--- config.mk ---
export PLATFORM = sky130hd
export DESIGN_NAME = opb_select_stage
export DESIGN_NICKNAME = d
export VERILOG_FILES = /design/src/rtl/opb_select_stage.sv
export SDC_FILE = /design/constraint.sdc
export NUM_CORES = 1
export LEC_CHECK = 0
export CAP_MARGIN = 25
export CORE_MARGIN = 8
export CORE_UTILIZATION = 30
export CTS_CLUSTER_SIZE = 30
export DETAILED_ROUTE_END_ITERATION = 8
export PLACE_DENSITY_LB_ADDON = 0.05
export SLEW_MARGIN = 20
export SYNTH_ARGS = -nofsm -noshare
export SYNTH_HDL_FRONTEND = slang
export SYNTH_SLANG_ARGS = --single-unit
--- constraint.sdc ---
create_clock -name clk -period 5.9 [get_ports clk]
set_input_delay 1.77 -clock clk [delete_from_list [all_inputs] [get_ports clk]]
set_output_delay 1.77 -clock clk [all_outputs]
set_load 0.005 [all_outputs]
--- src/rtl/opb_select_stage.sv ---
// ALU operand-B select stage: source mux, enable gate and subtract inversion,
// registered behind a 2-entry skid buffer with valid/ready on both sides.
module opb_select_stage #(
    parameter int unsigned WIDTH   = 32,
    parameter int unsigned NUM_SRC = 4,
    parameter int unsigned SEL_W   = $clog2(NUM_SRC)
) (
    input  logic                     clk,
    input  logic                     rst,
    input  logic                     flush,
    input  logic                     in_valid,
    output logic                     in_ready,
    input  logic [NUM_SRC*WIDTH-1:0] src_data,
    input  logic [SEL_W-1:0]         sel,
    input  logic                     inv,
    input  logic                     en,
    output logic                     out_valid,
    input  logic                     out_ready,
    output logic [WIDTH-1:0]         out_data,
    output logic                     out_cin,
    output logic                     out_zero
);

    typedef enum logic [1:0] {
        StEmpty = 2'd0,
        StOne   = 2'd1,
        StFull  = 2'd2
    } state_e;

    state_e             r_state;
    state_e             w_state_next;
    logic [WIDTH-1:0]   r_out_data;
    logic               r_out_cin;
    logic               r_out_zero;
    logic [WIDTH-1:0]   r_skid_data;
    logic               r_skid_cin;
    logic               r_skid_zero;

    logic [WIDTH-1:0]   w_base;
    logic [WIDTH-1:0]   w_data;
    logic               w_zero;
    logic               w_accept;
    logic               w_pop;
    logic               w_load_out;
    logic               w_load_skid;
    logic               w_move_skid;

    // Select values that match no source (out of range) fall through to zero.
    always_comb begin
        w_base = '0;
        if (en) begin
            for (int k = 0; k < int'(NUM_SRC); k++) begin
                if (sel == SEL_W'(k)) begin
                    w_base = src_data[k*WIDTH +: WIDTH];
                end
            end
        end
    end

    assign w_data = inv ? ~w_base : w_base;
    assign w_zero = (w_data == '0);

    assign out_valid = (r_state != StEmpty);
    assign in_ready  = !rst && (r_state != StFull);
    assign out_data  = r_out_data;
    assign out_cin   = r_out_cin;
    assign out_zero  = r_out_zero;

    assign w_accept = in_valid & in_ready;
    assign w_pop    = out_valid & out_ready;

    always_comb begin
        w_state_next = r_state;
        w_load_out   = 1'b0;
        w_load_skid  = 1'b0;
        w_move_skid  = 1'b0;
        unique case (r_state)
            StEmpty: begin
                if (w_accept) begin
                    w_load_out   = 1'b1;
                    w_state_next = StOne;
                end
            end
            StOne: begin
                if (w_accept && w_pop) begin
                    w_load_out = 1'b1;
                end else if (w_accept) begin
                    w_load_skid  = 1'b1;
                    w_state_next = StFull;
                end else if (w_pop) begin
                    w_state_next = StEmpty;
                end
            end
            StFull: begin
                if (w_pop) begin
                    w_move_skid  = 1'b1;
                    w_state_next = StOne;
                end
            end
            default: w_state_next = StEmpty;
        endcase
    end

    always_ff @(posedge clk) begin
        if (rst || flush) begin
            r_state     <= StEmpty;
            r_out_data  <= '0;
            r_out_cin   <= 1'b0;
            r_out_zero  <= 1'b0;
            r_skid_data <= '0;
            r_skid_cin  <= 1'b0;
            r_skid_zero <= 1'b0;
        end else begin
            r_state <= w_state_next;
            if (w_load_out) begin
                r_out_data <= w_data;
                r_out_cin  <= inv;
                r_out_zero <= w_zero;
            end else if (w_move_skid) begin
                r_out_data <= r_skid_data;
                r_out_cin  <= r_skid_cin;
                r_out_zero <= r_skid_zero;
            end
            if (w_load_skid) begin
                r_skid_data <= w_data;
                r_skid_cin  <= inv;
                r_skid_zero <= w_zero;
            end
        end
    end

endmodule

---- Word level (Yosys, flattened, before mapping) ----
Cells that the tools add are included.
word-level totals
  register bits after elaboration ......... 70
  latch bits .............................. 0
  RAM bits ................................ 0
  bits in read-only memories .............. 0
  bits of input ports ..................... 137
  output and inout port bits .............. 36
  word-level logic and storage cells ...... 55
  memories kept ........................... 0
cells by class
  $add $sub $neg .......................... 0
  $mul .................................... 0
  div/mod/pow operators ................... 0
  $lt $le $gt $ge ......................... 0
  eq/ne operators ......................... 10
  shift operators ......................... 0
  multiplexer cells ....................... 25
  bitwise logic cells ..................... 3
  reduce and logical (&&, ||, !) cells .... 10
operator list
  operator                                                                count
  32-bit 2-to-1 mux                                                       8
  32-bit logical NOT                                                      1
  32-bit inverter                                                         1
  1-bit 2-to-1 mux                                                        10
  2-bit 2-to-1 mux                                                        5
  2-bit inequality test (second input constant)                           4
  2-bit equality test (second input constant)                             3
  2-bit one-hot mux with 3 select lines                                   1
  2-bit by 1-bit equality test with 1-bit output (second input constant)  2
  2-bit logical NOT                                                       2
  4-bit AND reduction                                                     1
  2-bit nonzero test                                                      2
  3-bit inequality test (second input constant)                           1
  1-bit bitwise AND                                                       2
  1-bit logical AND                                                       2
  1-bit one-hot mux with 2 select lines                                   1
  1-bit logical NOT                                                       1
  1-bit logical OR                                                        1

---- Logic depth before layout (Yosys ltp) ----
Gate-level depths: netlist of the first run.
  depth after elaboration ................. 10
  mapped depth ............................ 9
  gate-level depth less buffers ........... 6

---- Least setup slack after synthesis of the first run ----
Ideal clock, no wire load.
  path type ............................... input -> output
  start ................................... input rst
  end ..................................... output in_ready
  data arrival time ....................... 1.876 ns
  data required time ...................... 4.130 ns
  path slack .............................. 2.254 ns
  cell stages on the path ................. 1
  buffers on the path ..................... 0
  cell sequence ........................... nor2_1
between the ends
  cells in the longest elaborated chain, start to end .. 2
ends and longest elaborated chain
  element            RTL line  source
  start, declared    9         input logic rst,
  1-bit logical NOT  64        assign in_ready = !rst && (r_state != StFull);
  1-bit logical AND  64
  end, declared      12        output logic in_ready,
No other way between the ends.

---- Worst setup path in the final report of the first run ----
Same ends and word-level chain as after synthesis.

==> results_dict.tcl, run 1 <==
set metrics [dict create \
    vias 4816 \
    core_area_um2 15700 \
    io-pin-count 173 \
    cp.arrival_ns 2.93 \
    synth.largest_area_cell "dfxtp_1" \
    ys_seq_area_frac 0.295 \
    grt_overflow 0 \
    wire_per_inst_um 18.2 \
    cts_resized 0 \
    synthesis.nets 714 \
    die_y_um 142 \
    rsz0062_at_grt "false" \
    cp_slowest_cell "clkdlybuf4s50_1" \
    final_layout_size_suffix_gt1_frac 0.0844 \
    fmax_mhz 213 \
    skew_ns 0.00458 \
    clock_sinks 70 \
    cts-root-buf "clkbuf_16" \
    clock_latency_ns 0.33 \
    hp-class "flip-flop to flip-flop" \
    synthCells 577 \
    nets 856 \
    worstPathRequired_ns 4.13 \
    layout_commonest_cell "clkdlybuf4s50_1" \
    synth_area_um2 4750 \
    detail_route.iter0.violations 334 \
    ctsHoldBuffers 0 \
    p_total_mw 1.33 \
    area_growth_syn_to_layout_pct 43.4 \
    worstMarginPinSlew_ns 0.992 \
    synth_edf_count 0 \
    grt_pass1_wl_um 26900 \
    min_period_ns 4.70 \
    cts_buffers 9 \
    synth_top_family_by_area "compound AO/OA/AOI/OAI gates" \
    clk_path_buf_depth 2 \
    setup_viol 0 \
    final_cell_mix "171 x clkdlybuf4s50_1, 90 x nand2_1, 70 x dfxtp_1" \
    grt_antenna_before_repair 1 \
    fp.dieW_um 142 \
    crit_path_max_fanout 6 \
    yosys.area_share.simple 0.196 \
    yosys.area_share.adder 0 \
    hold_ws_ns 0.453 \
    wl_um 17100 \
    cp.buffers_inverters 2 \
    start_util 0.304 \
    gp_congestion 0.851 \
    synthTopCellsByArea "dfxtp_1 29%, mux2i_1 7.6%, nand2_1 7.1%, xnor2_1 5.9%, mux2_2 5.0%" \
    antenna_cells_inserted 0 \
    final-hold-violation-count 0 \
    portBuffers 172 \
    relSlewSlack 0.338 \
    worstPathCellList "clkdlybuf4s50_1, nor2_1, clkdlybuf4s50_1" \
    grt_max_degree 74 \
    fin_crit_sh 0.796 \
    synth.avg_cell_area_um2 8.24 \
    dr.pass1.iters 5 \
    clk_pin_slew_worst_paths_ns 0.05 \
    synthArstFlopShare 0 \
    maxCapViolations 0 \
    ys_types 55 \
    worst-setup-path-type "primary input to output port" \
    critical_path.most_common_cell "clkdlybuf4s50_1" \
    gr-usage-all-layers 0.169 \
    ys_ff_latch 70 \
    synthXorXnorAreaFrac 0.0590 \
    dieArea_um2 20100 \
    startpoint_type "primary input" \
    cellPowerDensity_nw_per_um2 196 \
    drt_drc_violations_left 0 \
    post-cts-setup-buffer-count 0 \
    cts_tree "built" \
    dp_hpwl_um 13200 \
    report.final.slew_viol_count 0 \
    cp-end-kind "output port" \
    synthMuxAreaShare 0.179 \
    viasPerCell 5.13 \
    cts-htree-levels 3 \
    yosysWarnings 0 \
    synth-main-ff-cell "dfxtp_1" \
    grt_pass1_vias 4811 \
    outcome "finished, final reports clean" \
    rows 46 \
    synth_compound_area_frac 0.204 \
    crit_family "buffers and inverters" \
    cpPeakStageDelay_ns 0.51 \
    antenna_left 0 \
    synth_top_area_frac 0.295 \
    ir_drop_mv 0.102 \
    fin_tns_setup_ns 0 \
    power.leakage_nw 2.31 \
]
logic make-up (layout without fill, tap and decap cells):
kind of cell | Yosys count | after routing
AOI/OAI and AO/OA | 138 | 138
xor gates and xnor gates | 32 | 32
buffers and inverters | 55 | 201
DFF | 70 | 70
muxes | 68 | 68
and+or+nand+nor | 214 | 214
cells in the mapped netlist (all sizes together) (4+ instances only):
cell / instances
nand2: 90
xnor2: 32
dfxtp: 70
a311oi: 22
mux2: 23
nor4: 7
clkbuf: 28
o32ai: 4
nor3: 8
mux4: 9
o21ai: 11
nand3: 29
buf: 26
nor2b: 4
mux2i: 36
o22ai: 15
a211oi: 23
a21oi: 37
nand4: 4
nor2: 58
worst register-to-register path: cells and delay by family (launching register included):
family          cells  cell delay, ns
mux                 1            0.27
simple gates        3            0.37
flops               1            0.38
compound gates      1            0.23
buf+inv             2            0.57
flip-flops by register name, indices dropped and copies added (netlist names):
name         count
r_skid_cin       1
out_zero         1
r_skid_zero      1
out_data        32
r_skid_data     32
out_cin          1
r_state          2
final cells by class:
| type | count | area [um2] |
|---|---|---|
| fill | 1583 | 8840 |
| sequential | 70 | 1400 |
| multi-input combinational | 452 | 3040 |
| tap | 216 | 270 |
| inverter | 1 | 3.75 |
| clock buffer | 15 | 288 |
| timing repair buffer | 185 | 1820 |
report_power, final:
part           internal [mW]  leakage [nW]  switching (mW)
Clock                  0.328         0.142           0.189
Combinational          0.173          1.60           0.156
Sequential             0.482         0.567         0.00562
path summary, 6_finish.rpt:
path             startpoint             end  slack, ns  depth (start not counted)
max reg2reg      r_state[1]    out_data[22]       4.00                          7
min          r_skid_data[0]  r_skid_data[0]       0.45                          2
max                     rst        in_ready       1.20                          3
min reg2reg  r_skid_data[0]  r_skid_data[0]       0.45                          2
layer usage:
metal  up-vias  part of all wire  wire [um]  global-route usage
li1       2404                 -          -                   -
met1      2224              0.48       8120               0.222
met2       168              0.44       7550               0.261
met3        18             0.065       1120              0.0484
met4         2             0.017        291              0.0526
met5         -           0.00053          9                   0
through the flow:
step                      utilization  cells  setup WS [ns]  cell area (um2)
after floorplan                     -    577           2.25             4750
after global placement          0.417    924           1.13             6530
after detailed placement        0.417    924           1.02             6530
after CTS                       0.435    939           1.19             6820
after global routing            0.435    939           1.14             6820
final                           0.435    939           1.20             6820
Power figures use the tool's default switching activity.
==> run 2, diff against run 1 <==
- clock period: 5.9 -> 4.2 ns (I/O delays scaled with it)
==> run 2 against run 1 <==
Power up 38%. Setup slack lost 0.70 ns. Critical path type unchanged. Sequential share of layout area hardly changed. Clock skew is 0.0014 ns lower.
==> results_dict.tcl, run 2 (synthesized netlist as in run 1, its figures left out) <==
set metrics [dict create \
    worstMarginPinSlew_ns 0.969 \
    fin_crit_sh 0.880 \
    relSlewSlack 0.353 \
    area_growth_syn_to_layout_pct 43.7 \
    fin_ws_ns 0.502 \
    busiest_layer "met2" \
    dpl.cell_count 928 \
    hold_start "r_skid_data[24]" \
    reg2reg_from "r_state[1]" \
    gp_congestion 0.854 \
    die_y_um 142 \
    grt_use_met1 0.225 \
    hold_end "r_skid_data[24]" \
    dp_slack_ns 0.344 \
    layout_commonest_cell "clkdlybuf4s50_1" \
    wl_um 17300 \
    fin_cells 943 \
    worstPathRequired_ns 2.94 \
    clock_latency_ns 0.33 \
    power.leakage_nw 2.32 \
    hp-class "flip-flop to flip-flop" \
    wire_per_inst_um 18.3 \
    io-pin-count 173 \
    rows 46 \
    report.final.slew_viol_count 0 \
    maxCapViolations 0 \
    cts_buffers 9 \
    rsz0062_at_grt "false" \
    post-cts-setup-buffer-count 0 \
    viasPerCell 5.20 \
    core_area_um2 15700 \
    dr.pass1.iters 5 \
    nFillCells 1583 \
    final-seq-area_um2 1400 \
    setup_viol 0 \
    final-hold-violation-count 0 \
    final_layout_size_suffix_gt1_frac 0.0880 \
    grt_pass1_vias 4979 \
    fin_tns_setup_ns 0 \
    grt_use_met3 0.0517 \
    startpoint_type "primary input" \
    start_util 0.304 \
    dp_hpwl_um 13500 \
    nets 860 \
    crit_path_max_fanout 6 \
    multi_input_area_um2 3040 \
    worst-setup-path-type "primary input to output port" \
    cp-end-kind "output port" \
    antenna_cells_inserted 0 \
    skew_ns 0.00318 \
    cts-root-buf "clkbuf_16" \
    grt_max_degree 48 \
    hold_depth 2 \
    cts_tree "built" \
    clk_pin_slew_worst_paths_ns 0.05 \
    detail_route.iter0.violations 404 \
    grt_pass1_wl_um 27100 \
    r2r_cells 7 \
    cts-htree-levels 3 \
    ir_drop_mv 0.173 \
    fmax_mhz 270 \
    gr-usage-met2 0.261 \
    grt_overflow 0 \
    rrSetupSlack_ns 2.27 \
    gr-usage-all-layers 0.171 \
    vias 4903 \
    cp.arrival_ns 2.44 \
    ctsHoldBuffers 0 \
    outcome "finished, final reports clean" \
    fp.dieW_um 142 \
    cts_resized 0 \
    final_cell_mix "171 x clkdlybuf4s50_1, 90 x nand2_1, 70 x dfxtp_1" \
    clk_path_buf_depth 2 \
    cellPowerDensity_nw_per_um2 270 \
    r2r-end "out_data[11]" \
    clock_sinks 70 \
    portBuffers 172 \
    antenna_left 0 \
    dieArea_um2 20100 \
    grt_antenna_before_repair 0 \
    min_period_ns 3.70 \
    drt_drc_violations_left 0 \
]
## run 2: how the worst max path moves through the flow
stage / cells after the start / to / start / slack [ns]
2_1_floorplan: 8 / out_zero / sel[0] / 1.31
3_3_place_gp: 8 / r_skid_zero / sel[1] / 0.48
3_5_place_dp: 8 / out_zero / sel[1] / 0.34
4_1_cts: 3 / in_ready / rst / 0.48
5_1_grt: 3 / in_ready / rst / 0.42
6_report: 3 / in_ready / rst / 0.50
## run 2: per-layer routing
metal	share of wire	up-vias
met5	0	-
met1	0.47	2292
met4	0.017	0
met3	0.078	16
met2	0.44	188
li1	-	2407
## run 2: cell type report
| class | instances | area share |
|---|---|---|
| clock inverters | 1 | 0.000733 |
| multi-input cells | 452 | 0.445 |
| repair buffers | 189 | 0.271 |
| well taps | 216 | 0.0396 |
| clock buffers | 14 | 0.0387 |
| flip-flops and latches | 70 | 0.205 |
| inverters | 1 | 0.000550 |
## run 2: per-stage QoR
stage | hold slack, ns | utilization | area, um2 | total power [mW]
floorplan | 0.437 | - | 4750 | 0.943
global placement | 0.442 | 0.419 | 6560 | 1.17
detailed placement | 0.447 | 0.419 | 6560 | 1.17
CTS | 0.455 | 0.436 | 6830 | 1.87
global route | 0.472 | 0.436 | 6830 | 1.93
finish | 0.456 | 0.436 | 6830 | 1.84
## run 2: where the power goes
group,total (mW),internal (mW),switching (mW)
sequential,0.686,0.678,0.00781
combinational,0.467,0.246,0.221
clock,0.692,0.428,0.264
total,1.84,1.35,0.493
## run 2: critical path, stage by stage
cell and delay, ns:
clkdlybuf4s50_1 0.52, nor2_1 0.14, clkdlybuf4s50_1 0.52
